**src/rtl/aes_key_schedule_seq.sv**
```systemverilog
// Sequential AES-128/192/256 key schedule: one 32-bit word per clock into a round-key store,
// registered 128-bit round-key read port. Define AES_KS_INV_EN for equivalent-inverse-cipher keys.
module aes_key_schedule_seq #(
   parameter int KEY_BITS = 128,
   parameter int RK_AW    = 4
) (
   input  logic                clk,
   input  logic                rst_n,
   input  logic [KEY_BITS-1:0] key_in,
   input  logic                key_valid,
   output logic                key_ready,
   output logic                ks_busy,
   output logic                ks_done,
   input  logic [RK_AW-1:0]    rk_round,
   input  logic                rk_inv,
   output logic [127:0]        rk_data
);

   localparam int NK    = KEY_BITS / 32;
   localparam int NR    = NK + 6;
   localparam int TOTAL = 4 * (NR + 1);
   localparam int IW    = $clog2(TOTAL);

   localparam logic [1:0] ST_IDLE = 2'd0;
   localparam logic [1:0] ST_GEN  = 2'd1;
   localparam logic [1:0] ST_DONE = 2'd2;

   generate
      if (KEY_BITS != 128 && KEY_BITS != 192 && KEY_BITS != 256) begin : g_bad_key_bits
         $error("aes_key_schedule_seq: KEY_BITS must be 128, 192 or 256");
      end
      if ((2 ** RK_AW) <= NR) begin : g_bad_rk_aw
         $error("aes_key_schedule_seq: RK_AW too narrow for NR");
      end
   endgenerate

   localparam logic [2047:0] SBOX_TBL = {
      128'h637c777bf26b6fc53001672bfed7ab76,
      128'hca82c97dfa5947f0add4a2af9ca472c0,
      128'hb7fd9326363ff7cc34a5e5f171d83115,
      128'h04c723c31896059a071280e2eb27b275,
      128'h09832c1a1b6e5aa0523bd6b329e32f84,
      128'h53d100ed20fcb15b6acbbe394a4c58cf,
      128'hd0efaafb434d338545f9027f503c9fa8,
      128'h51a3408f929d38f5bcb6da2110fff3d2,
      128'hcd0c13ec5f974417c4a77e3d645d1973,
      128'h60814fdc222a908846eeb814de5e0bdb,
      128'he0323a0a4906245cc2d3ac629195e479,
      128'he7c8376d8dd54ea96c56f4ea657aae08,
      128'hba78252e1ca6b4c6e8dd741f4bbd8b8a,
      128'h703eb5664803f60e613557b986c11d9e,
      128'he1f8981169d98e949b1e87e9ce5528df,
      128'h8ca1890dbfe6426841992d0fb054bb16
   };

   function automatic logic [7:0] sbox(input logic [7:0] x);
      return SBOX_TBL[2047 - 8 * int'(x) -: 8];
   endfunction

   function automatic logic [31:0] sub_word(input logic [31:0] w);
      return {sbox(w[31:24]), sbox(w[23:16]), sbox(w[15:8]), sbox(w[7:0])};
   endfunction

   function automatic logic [7:0] xtime(input logic [7:0] b);
      return {b[6:0], 1'b0} ^ (b[7] ? 8'h1b : 8'h00);
   endfunction

`ifdef AES_KS_INV_EN
   function automatic logic [31:0] inv_mix_col(input logic [31:0] c);
      logic [7:0] a    [4];
      logic [7:0] m9   [4];
      logic [7:0] m11  [4];
      logic [7:0] m13  [4];
      logic [7:0] m14  [4];
      logic [7:0] m2, m4, m8;
      for (int k = 0; k < 4; k++) begin
         a[k]   = c[31-8*k -: 8];
         m2     = xtime(a[k]);
         m4     = xtime(m2);
         m8     = xtime(m4);
         m9[k]  = m8 ^ a[k];
         m11[k] = m8 ^ m2 ^ a[k];
         m13[k] = m8 ^ m4 ^ a[k];
         m14[k] = m8 ^ m4 ^ m2;
      end
      return {m14[0] ^ m11[1] ^ m13[2] ^ m9[3],
              m9[0]  ^ m14[1] ^ m11[2] ^ m13[3],
              m13[0] ^ m9[1]  ^ m14[2] ^ m11[3],
              m11[0] ^ m13[1] ^ m9[2]  ^ m14[3]};
   endfunction
`endif

   logic [1:0]     state_q, state_d;
   logic [IW-1:0]  i_q, i_d;
   logic [2:0]     phase_q, phase_d;
   logic [7:0]     rcon_q, rcon_d;
   logic           done_q, done_d;
   logic [31:0]    hist_q [NK];
   logic [31:0]    hist_d [NK];
   logic [31:0]    store_q [TOTAL];
   logic [127:0]   rk_data_q, rk_data_d;

   logic           accept;
   logic [31:0]    t_prev, sub_in, sub_out, t_mix, new_word;
   logic           rd_ok;
   logic [IW-1:0]  rd_base;
   logic [127:0]   rd_word;

   assign key_ready = (state_q != ST_GEN);
   assign ks_busy   = (state_q == ST_GEN);
   assign ks_done   = done_q;
   assign rk_data   = rk_data_q;
   assign accept    = key_valid && key_ready;

   // hist_q[NK-1] is w[i-1], hist_q[0] is w[i-NK]; the single SubWord serves both substitution cases.
   always_comb begin
      t_prev   = hist_q[NK-1];
      sub_in   = (phase_q == 3'd0) ? {t_prev[23:0], t_prev[31:24]} : t_prev;
      sub_out  = sub_word(sub_in);
      if (phase_q == 3'd0) begin
         t_mix = sub_out ^ {rcon_q, 24'h0};
      end else if (NK == 8 && phase_q == 3'd4) begin
         t_mix = sub_out;
      end else begin
         t_mix = t_prev;
      end
      new_word = hist_q[0] ^ t_mix;
   end

   always_comb begin
      state_d = state_q;
      i_d     = i_q;
      phase_d = phase_q;
      rcon_d  = rcon_q;
      done_d  = done_q;
      hist_d  = hist_q;
      case (state_q)
         ST_IDLE, ST_DONE: begin
            if (accept) begin
               for (int k = 0; k < NK; k++) begin
                  hist_d[k] = key_in[KEY_BITS-1-32*k -: 32];
               end
               state_d = ST_GEN;
               i_d     = IW'(NK);
               phase_d = 3'd0;
               rcon_d  = 8'h01;
               done_d  = 1'b0;
            end
         end
         ST_GEN: begin
            for (int k = 0; k < NK - 1; k++) begin
               hist_d[k] = hist_q[k+1];
            end
            hist_d[NK-1] = new_word;
            i_d          = i_q + IW'(1);
            phase_d      = (phase_q == 3'(NK - 1)) ? 3'd0 : phase_q + 3'd1;
            if (phase_q == 3'd0) begin
               rcon_d = xtime(rcon_q);
            end
            if (i_q == IW'(TOTAL - 1)) begin
               state_d = ST_DONE;
               done_d  = 1'b1;
            end
         end
         default: state_d = ST_IDLE;
      endcase
   end

   // Reads are gated off on the accept edge so a new key never exposes a half-overwritten store.
   always_comb begin
      rd_ok   = done_q && !accept && (rk_round <= RK_AW'(NR));
      rd_base = rd_ok ? IW'({rk_round, 2'b00}) : '0;
      rd_word = {store_q[rd_base],
                 store_q[rd_base | IW'(1)],
                 store_q[rd_base | IW'(2)],
                 store_q[rd_base | IW'(3)]};
`ifdef AES_KS_INV_EN
      if (rk_inv && rk_round != '0 && rk_round < RK_AW'(NR)) begin
         rd_word = {inv_mix_col(rd_word[127:96]), inv_mix_col(rd_word[95:64]),
                    inv_mix_col(rd_word[63:32]),  inv_mix_col(rd_word[31:0])};
      end
`endif
      rk_data_d = rd_ok ? rd_word : '0;
   end

`ifndef AES_KS_INV_EN
   logic unused_rk_inv;
   assign unused_rk_inv = rk_inv;
`endif

   always_ff @(posedge clk or negedge rst_n) begin
      if (!rst_n) begin
         state_q   <= ST_IDLE;
         i_q       <= '0;
         phase_q   <= 3'd0;
         rcon_q    <= 8'h01;
         done_q    <= 1'b0;
         rk_data_q <= '0;
         for (int k = 0; k < NK; k++) begin
            hist_q[k] <= '0;
         end
      end else begin
         state_q   <= state_d;
         i_q       <= i_d;
         phase_q   <= phase_d;
         rcon_q    <= rcon_d;
         done_q    <= done_d;
         rk_data_q <= rk_data_d;
         hist_q    <= hist_d;
      end
   end

   // The store holds no reset: it is only meaningful once ks_done is set.
   always_ff @(posedge clk) begin
      if (accept) begin
         for (int k = 0; k < NK; k++) begin
            store_q[IW'(k)] <= key_in[KEY_BITS-1-32*k -: 32];
         end
      end else if (state_q == ST_GEN) begin
         store_q[i_q] <= new_word;
      end
   end

endmodule

```
**config.mk**
```make
export PLATFORM = sky130hd
export DESIGN_NAME = aes_key_schedule_seq
export DESIGN_NICKNAME = d
export VERILOG_FILES = /design/src/rtl/aes_key_schedule_seq.sv
export SDC_FILE = /design/constraint.sdc
export NUM_CORES = 2
export LEC_CHECK = 0
export CORE_ASPECT_RATIO = 2
export CORE_UTILIZATION = 40
export CTS_BUF_LIST = sky130_fd_sc_hd__clkbuf_4 sky130_fd_sc_hd__clkbuf_8
export DETAILED_ROUTE_END_ITERATION = 10
export SLEW_MARGIN = 20
export SYNTH_ARGS = -nofsm -noshare
export SYNTH_HDL_FRONTEND = slang
export SYNTH_SLANG_ARGS = --single-unit
```
**constraint.sdc**
```tcl
create_clock -name clk -period 8.38 [get_ports clk]
set_clock_uncertainty 0.1 [all_clocks]
set_input_delay 1.676 -clock clk [delete_from_list [all_inputs] [get_ports clk]]
set_output_delay 1.676 -clock clk [all_outputs]
set_load 0.05 [all_outputs]
```
==> metrics.csv <==
stage,metric,value,unit
setup_path,crit_chain,"inv_1, ha_1, nor2b_4, mux2_2, clkinv_1, ha_1, a211oi_2, buf_4, nor3_1, a311oi_1, nor3_1, o311a_1, a211oi_1, buf_4, a21oi_1, xnor2_4, buf_4, buf_4",
layout,fin_nets,7071,
floorplanning,num_rows,233,
clock_network,numCtsBuffers,220,
setup_path,setup.worst_path.end_class,flip-flop,
drt,drt_first_pass_iters,6,
yosys,ys_types,101,
timing,hold_viol_final,0,
floorplanning,start_util,40.33,%
yosys,yosys-top-cells-area,"edfxtp_1, dfrtp_1, a21oi_1",
clock_network,clk_pin_slew_worst_paths,80,ps
timing,min_period_over_period,86.98,%
floorplanning,die_x,320.9,um
yosys,syn_area,0.08137,mm^2
layout,fin_cells,9801,
clock_network,insertion_delay,950,ps
layout,drive_above_1_share,16.55,%
clock_network,postCtsHoldBufs,0,
clock_network,cts_tree,done,
yosys,synth.most_common_cell,edfxtp_1,
yosys,ys_warn_count,0,
setup_path,critPathSlowestCell,a211oi_1,
clock_network,cts_setup_buffers,0,
drt,drtIter0Drc,8051,
drt,wl_per_cell,37.47,um
timing,max_clock_freq,137.2,MHz
timing,rsz0062_at_grt,no,
floorplanning,core,0.2017,mm^2
timing,maxSlewViolCount,0,
yosys,synthCells,6644,
floorplanning,io_pins,267,
timing,post-route-min-period,7289,ps
flow_run,cap_violations,0,
setup_path,max_stage_delay,840,ps
yosys,synth_largest_area_cell,edfxtp_1,
setup_path,crit_family,compound AO/OA/AOI/OAI gates,
drt,route.met3.wl,31590,um
drt,via_per_inst,6.540,
global_route,grtUsageTotal,35.18,%
yosys,synth_ff_type,edfxtp_1,
yosys,syn_nets,6833,
global_route,grt_max_degree,191,
drt,route.vias.total,64090,
setup_path,cp_max_fo,21,
drt,routed.top_layer,met5,
clock_network,cts_max_level,4,
clock_network,cts.sinks,1684,
yosys,synth-edff-count,1408,
setup_path,start_kind,flip-flop,
global_route,grt_overflow,0,
placement,dp_hpwl,251600,um
layout,area_growth_syn_to_layout,14.86,%
yosys,seq_area_frac_synth,60.45,%
yosys,ys_ff_latch,1684,
drt,wl_met2,179400,um
timing,tightest_slew,1248,ps
yosys,synth.top_cell.area_share,51.96,%
yosys,ys_top_cells_by_count,"edfxtp_1, nand2_1, a21oi_1",
timing,finalSetupViolCount,0,
placement,dp_cells,9360,
drt,wl_met1,120300,um
drt,drc,0,
setup_path,cp_num_buf_inv,6,
clock_network,cts_resized,0,
setup_path,cp_data_arrival_time,7930,ps
timing,maxSlewHeadroom,14.43,%
setup_path,critPathRequiredTime,9020,ps
clock_network,clockRootBuffer,clkbuf_8,
setup_path,path_class,flip-flop to flip-flop,
clock_network,clk_path_buf_depth,4,
timing,setup-tns-final,0,ps
drt,routed_wl,367200,um
setup_path,cpMostUsedCell,buf_4,
hold_path,hold_class,flip-flop to flip-flop,
yosys,synth.avg_cell_area,12.25,um^2
floorplanning,die_y,639.8,um
placement,placement.io_buffers,265,
yosys,synthArstFlopShare,16.39,%
placement,gp_congestion,1.039,
global_route,grt_pass1_wl,503400,um
run_status,outcome,"complete, no violations",
floorplanning,die_area,0.2053,mm^2
global_route,grt_pass1_vias,62360,
drt,detail-route-antenna-nets,0,
global_route,antenna_found_initial,68,
[metrics by stage]
| step | utilization (%) | hold WS (ps) | worst slack [ps] | area (um^2) |
|---|---|---|---|---|
| 5_1_grt | 46.29 | 398.7 | 1193 | 93390 |
| 2_1_floorplan | - | 338.3 | 3027 | 81370 |
| 6_report | 46.33 | 378.2 | 1091 | 93460 |
| 3_3_place_gp | 43.97 | 357.9 | 1417 | 88710 |
| 3_5_place_dp | 43.98 | 362.7 | 1429 | 88730 |
| 4_1_cts | 46.26 | 379.3 | 1361 | 93320 |
[cell usage in the layout (no fill, tap or decap), types with 104 or more instances in the layout]
| master | instances |
|---|---|
| edfxtp_1 | 1408 |
| nand2_1 | 732 |
| a21oi_1 | 607 |
| a211oi_1 | 359 |
| buf_4 | 353 |
| o21ai_0 | 284 |
| dfrtp_1 | 275 |
| clkdlybuf4s50_1 | 260 |
| a22oi_1 | 245 |
| clkbuf_8 | 235 |
| nor2_1 | 209 |
| a221oi_1 | 173 |
| nor2b_1 | 153 |
| mux2_2 | 139 |
| mux4_2 | 131 |
| nand3_1 | 104 |
[per-layer routing]
metal / GRT usage [%] / up-vias
li1: - / 26610
met1: 37.91 / 32290
met2: 59.29 / 3944
met3: 7.753 / 1187
met4: 28.39 / 60
met5: 0.4301 / -
[final timing paths]
check	cells after the start	startpoint	to	slack, ps
setup / recovery	18	phase_q[0]	store_q[42][21]	1090
max in group asynchronous	2	rst_n	hist_q[45]	6100
min in group asynchronous	1	rst_n	rk_data[21]	610
setup reg to reg	18	phase_q[0]	store_q[42][21]	1090
hold / removal	2	hist_q[49]	hist_q[49]	380
hold reg to reg	2	hist_q[49]	hist_q[49]	380
[kinds of logic after synthesis]
logic type,share of synthesized area [%]
AND/OR/NAND/NOR,8.213
XOR/XNOR,0.7012
buffers and inverters,3.632
flip-flops,60.45
multiplexers,6.831
adder cells (fa/ha/maj),0.8150
AO/OA/AOI/OAI,19.35
[worst min-delay path: stages (launching register included)]
cell	delay (ps)
dfrtp_1	340
nand2_1	50
nand2_1	50
[final cells by class]
cell class	count	area [um^2]
fill	18190	108300
sequential	1684	49190
multi-input combinational	4263	30090
timing repair buffer	645	5852
clock buffer	298	3701
tap	2702	3381
clock inverter	100	887.1
inverter	68	257.7
antenna	41	102.6
[flip-flops by register name (all words and copies together) (netlist names)]
signal,count
t_prev,32
store_q,1408
hist_q,96
rcon_q,8
rk_data,128
ks_done,1
state_q,2
i_q,6
phase_q,3
Power is left out: the tool's default activity adds up to more than one toggle a clock period on the data nets, which glitch-free logic cannot reach.
